<file path="src/rtl/down_timer.sv">
// Loadable down-counting timer with one-shot / periodic modes, terminal-count pulse and sticky expired flag.
// Optional input prescaler enabled by defining DOWN_TIMER_PRESCALE_EN.
module down_timer #(
  parameter int unsigned WIDTH      = 4,
  parameter int unsigned PRESCALE_W = 4
) (
  input  logic                  clk,
  input  logic                  reset,
  input  logic                  load,
  input  logic [WIDTH-1:0]      load_value,
  input  logic                  periodic,
  input  logic                  enable,
  input  logic                  stop,
`ifdef DOWN_TIMER_PRESCALE_EN
  input  logic [PRESCALE_W-1:0] prescale,
`endif
  output logic [WIDTH-1:0]      counter_out,
  output logic                  zero,
  output logic                  busy,
  output logic                  expired
);

  typedef enum logic [1:0] {IDLE, RUN, DONE} state_t;

  state_t           state_q, state_d;
  logic [WIDTH-1:0] count_d;
  logic [WIDTH-1:0] reload_q, reload_d;
  logic             mode_q, mode_d;
  logic             zero_d;
  logic             tick;

  if (WIDTH == 0 || PRESCALE_W == 0) begin : g_param_chk
    $error("down_timer: WIDTH and PRESCALE_W must be nonzero");
  end

`ifdef DOWN_TIMER_PRESCALE_EN
  logic [PRESCALE_W-1:0] psc_q, psc_d;

  assign tick = enable && (psc_q == prescale);

  // Prescaler advances only on enabled RUN cycles; load/stop realign it.
  always_comb begin
    psc_d = psc_q;
    if (stop || load) begin
      psc_d = '0;
    end else if (state_q == RUN && enable) begin
      psc_d = (psc_q == prescale) ? '0 : psc_q + PRESCALE_W'(1);
    end
  end

  always_ff @(posedge clk or posedge reset) begin
    if (reset) psc_q <= '0;
    else       psc_q <= psc_d;
  end
`else
  assign tick = enable;
`endif

  // Next-state and datapath: stop > load > tick.
  always_comb begin
    state_d  = state_q;
    count_d  = counter_out;
    reload_d = reload_q;
    mode_d   = mode_q;
    zero_d   = 1'b0;
    if (stop) begin
      state_d = IDLE;
      count_d = '0;
    end else if (load) begin
      reload_d = load_value;
      mode_d   = periodic;
      count_d  = load_value;
      if (load_value != '0) begin
        state_d = RUN;
      end else begin
        state_d = DONE;
        zero_d  = 1'b1;
      end
    end else if (state_q == RUN && tick) begin
      if (counter_out == WIDTH'(1)) begin
        zero_d = 1'b1;
        if (mode_q) begin
          count_d = reload_q;
        end else begin
          count_d = '0;
          state_d = DONE;
        end
      end else begin
        count_d = counter_out - WIDTH'(1);
      end
    end
  end

  // busy/expired registered from next state so they track the state register exactly.
  always_ff @(posedge clk or posedge reset) begin
    if (reset) begin
      state_q     <= IDLE;
      counter_out <= '0;
      reload_q    <= '0;
      mode_q      <= 1'b0;
      zero        <= 1'b0;
      busy        <= 1'b0;
      expired     <= 1'b0;
    end else begin
      state_q     <= state_d;
      counter_out <= count_d;
      reload_q    <= reload_d;
      mode_q      <= mode_d;
      zero        <= zero_d;
      busy        <= (state_d == RUN);
      expired     <= (state_d == DONE);
    end
  end

endmodule

</file>
<file path="config.mk">
export PLATFORM = sky130hd
export DESIGN_NAME = down_timer
export DESIGN_NICKNAME = d
export VERILOG_FILES = /design/src/rtl/down_timer.sv
export SDC_FILE = /design/constraint.sdc
export NUM_CORES = 1
export LEC_CHECK = 0
export ABC_CLOCK_PERIOD_IN_PS = 1500
export BUFFER_PORTS_ARGS = -buffer_cell sky130_fd_sc_hd__buf_2
export CAP_MARGIN = 20
export CORE_MARGIN = 8
export CORE_UTILIZATION = 46
export DETAILED_ROUTE_END_ITERATION = 7
export PLACE_DENSITY_LB_ADDON = 0.3
export SETUP_SLACK_MARGIN = 0.15
export SKIP_CTS_REPAIR_TIMING = 1
export SLEW_MARGIN = 20
export SYNTH_ARGS = -nofsm -noshare
export SYNTH_HDL_FRONTEND = slang
export SYNTH_SLANG_ARGS = --single-unit
</file>
<file path="constraint.sdc">
create_clock -name clk -period 1.5 [get_ports clk]
set_input_delay 0.225 -clock clk [delete_from_list [all_inputs] [get_ports clk]]
set_output_delay 0.225 -clock clk [all_outputs]
set_load 0.005 [all_outputs]
</file>
==> results.py <==
metrics = {
    "timing": {
        "worst_slew_margin_rel": 0.648,
        "max_freq_mhz": 640,
        "min_period_over_period": 1.04,
        "finalHoldViolations": 14,
        "rsz0062_at_grt": "yes",
        "slew_violations": 0,
        "final.min_clock_period_ps": 1560,
        "timing.hold.ws_ps": -47.2,
        "fin_setup_tns_ps": -68.1,
        "finalClockSkew_ps": 7.44,
        "tightest_slew_ps": 528,
        "finalSetupViolCount": 2,
        "fin_ws_ps": -63.6,
    },
    "power_and_ir_drop": {
        "p_sw_mw": 0.259,
        "powerDensity_mw_per_mm2": 896,
        "peakVddDrop_v": 0.000523,
        "sw_frac_of_total": 0.296,
        "p_int_mw": 0.615,
        "pwr-share-comb": 0.242,
        "p_clk_frac": 0.250,
        "finalPower_mw": 0.874,
        "leakage_nw": 0.470,
        "seq_power_share": 0.508,
    },
    "detailed_routing": {
        "first_pass_iters": 4,
        "ant_nets": 0,
        "num_vias": 652,
        "wirelength_um": 1790,
        "wl_per_cell_um": 15.5,
        "vias_per_cell": 5.67,
        "drt_first_iter_violations": 8,
        "drc_errors": 0,
    },
    "grt": {
        "grt_max_degree": 15,
        "antenna_found_initial": 0,
        "grt_pass1_wl_um": 2920,
        "gr-usage-all-layers": 0.113,
        "grt.overflow.total": 0,
        "grt_pass1_vias": 628,
    },
    "floorplanning": {
        "dieHeight_um": 56.2,
        "dieArea_mm2": 0.00315,
        "rows": 14,
        "initial_core_util": 0.493,
        "die_x_um": 56.2,
        "num_io_pins": 17,
        "core-area_mm2": 0.00151,
    },
    "synthesis": {
        "yosys_register_bits": 14,
        "async_flop_share": 1.00,
        "netlist_instances": 73,
        "avgSynthCellArea_um2": 10.2,
        "syn_nets": 85,
        "synth_area_um2": 742,
        "synth_edf_count": 0,
        "yosysWarnings": 0,
        "synth-main-ff-cell": "dfrtp_1",
        "yosysUniqueCellTypes": 31,
        "seq_area_frac_synth": 0.472,
    },
    "worst_setup_path": {
        "critPathRequiredTime_ps": 1680,
        "cp_max_fo": 6,
        "critPathArrivalTime_ps": 1750,
        "r2r_cells": 6,
        "r2r_start": "counter_out[1]",
        "crit_type": "reg -> reg",
        "worst_setup_path_end_kind": "flop",
        "r2r-end": "counter_out[1]",
        "r2r_slack_ps": -60,
        "startpoint_type": "flop",
    },
    "layout": {
        "drive_gt1_frac": 0.434,
        "nets": 113,
        "final_common_cell": "buf_2",
        "layout_common_cells": "16 x buf_2, 14 x dfrtp_1, 10 x buf_4, 6 x inv_1",
        "fillCellCount": 130,
        "utilization": 0.648,
        "post-route-cell-area_um2": 976,
        "antenna_cells": 0,
        "instances_no_fill": 115,
        "area_delta_synth_final_pct": 31.5,
    },
    "placed_design": {
        "post-place-ws_ps": -65.7,
        "port_buffers": 16,
        "hpwlAfterDp_um": 1340,
        "dp_cells": 112,
        "dpl_cell_area_um2": 918,
        "gp_congestion": 0.877,
    },
    "clocking": {
        "cts_root_buffer": "clkbuf_4",
        "cts_buffers": 3,
        "cts_tree": "yes",
        "clk_pin_slew_ps": 90,
        "clock_sinks": 14,
        "htree_levels": 1,
        "clockBufferDepth": 2,
        "insertion_delay_ps": 290,
    },
    "run_status": {
        "violations": "negative hold slack, negative setup slack",
        "outcome": "finished, violations left",
    },
    "min_path": {
        "hold_path.class": "in -> async",
    },
    "flow_run": {
        "max_cap_viol_count": 0,
    },
}
registers in the layout (all words and copies together), names as in the netlist:
| register | cells |
|---|---|
| counter_out | 4 |
| busy | 1 |
| zero | 1 |
| expired | 1 |
| state_q | 2 |
| mode_q | 1 |
| reload_q | 4 |
power groups by stage:
stage                     clock [mW]  combinational [mW]  sequential [mW]
after floorplan                    0               0.109            0.451
after global placement             0               0.185            0.449
after detailed placement           0               0.188            0.450
after CTS                      0.221               0.189            0.443
after global routing           0.244               0.236            0.448
final                          0.219               0.211            0.444
worst max-delay path by stage:
stage | cells past startpoint | end | from
floorplan | 7 | counter_out[1] | counter_out[1]
global route | 6 | counter_out[1] | counter_out[1]
finish | 6 | counter_out[1] | counter_out[1]
detailed placement | 6 | counter_out[1] | counter_out[1]
CTS | 6 | counter_out[1] | counter_out[1]
global placement | 6 | counter_out[1] | counter_out[1]
cell usage after synthesis, types with 2 or more instances:
cell type  number  share of area
a21oi_1         5          0.034
clkbuf_1        2          0.010
dfrtp_1        14           0.47
ha_1            2          0.034
inv_1           7          0.035
mux2_2          4          0.061
nand2_1         5          0.025
nand3b_1        2          0.020
nand4b_1        2          0.024
nor2_1          2          0.010
nor2b_1         2          0.017
o21ai_0         5          0.034
o311a_1         2          0.027
o31a_1          2          0.024
per-layer routing:
metal  share of wire  up-vias  track usage
met1            0.45      308        0.139
met5               0        -            0
li1                -      324            -
met2            0.49       15        0.174
met3           0.038        5       0.0342
met4           0.020        0       0.0515
worst max-delay path, stage by stage (launching register included):
cell	delay (ps)
dfrtp_1	390
inv_2	80
ha_4	130
or3b_4	430
a21oi_2	150
a211oi_2	50
a211o_1	220
final cells by class:
cell class                      count  area (µm²)  area share
Clock buffer                        3        22.5      0.0231
Sequential cell                    14         350       0.359
Tap cell                           16        20.0      0.0205
Multi-Input combinational cell     49         402       0.412
Timing Repair Buffer               26         155       0.159
Inverter                            7        26.3      0.0269
logic make-up (layout without fill, tap and decap cells):
kind of cell,after synthesis,count (layout),share of synthesized area
multiplexers,4,4,0.0607
adder cells (fa/ha/maj),2,2,0.0337
AO/OA/AOI/OAI,23,23,0.213
buffers and inverters,10,36,0.0523
AND/OR/NAND/NOR,20,20,0.169
flip-flops,14,14,0.472
(Power assumes the default switching activity.)
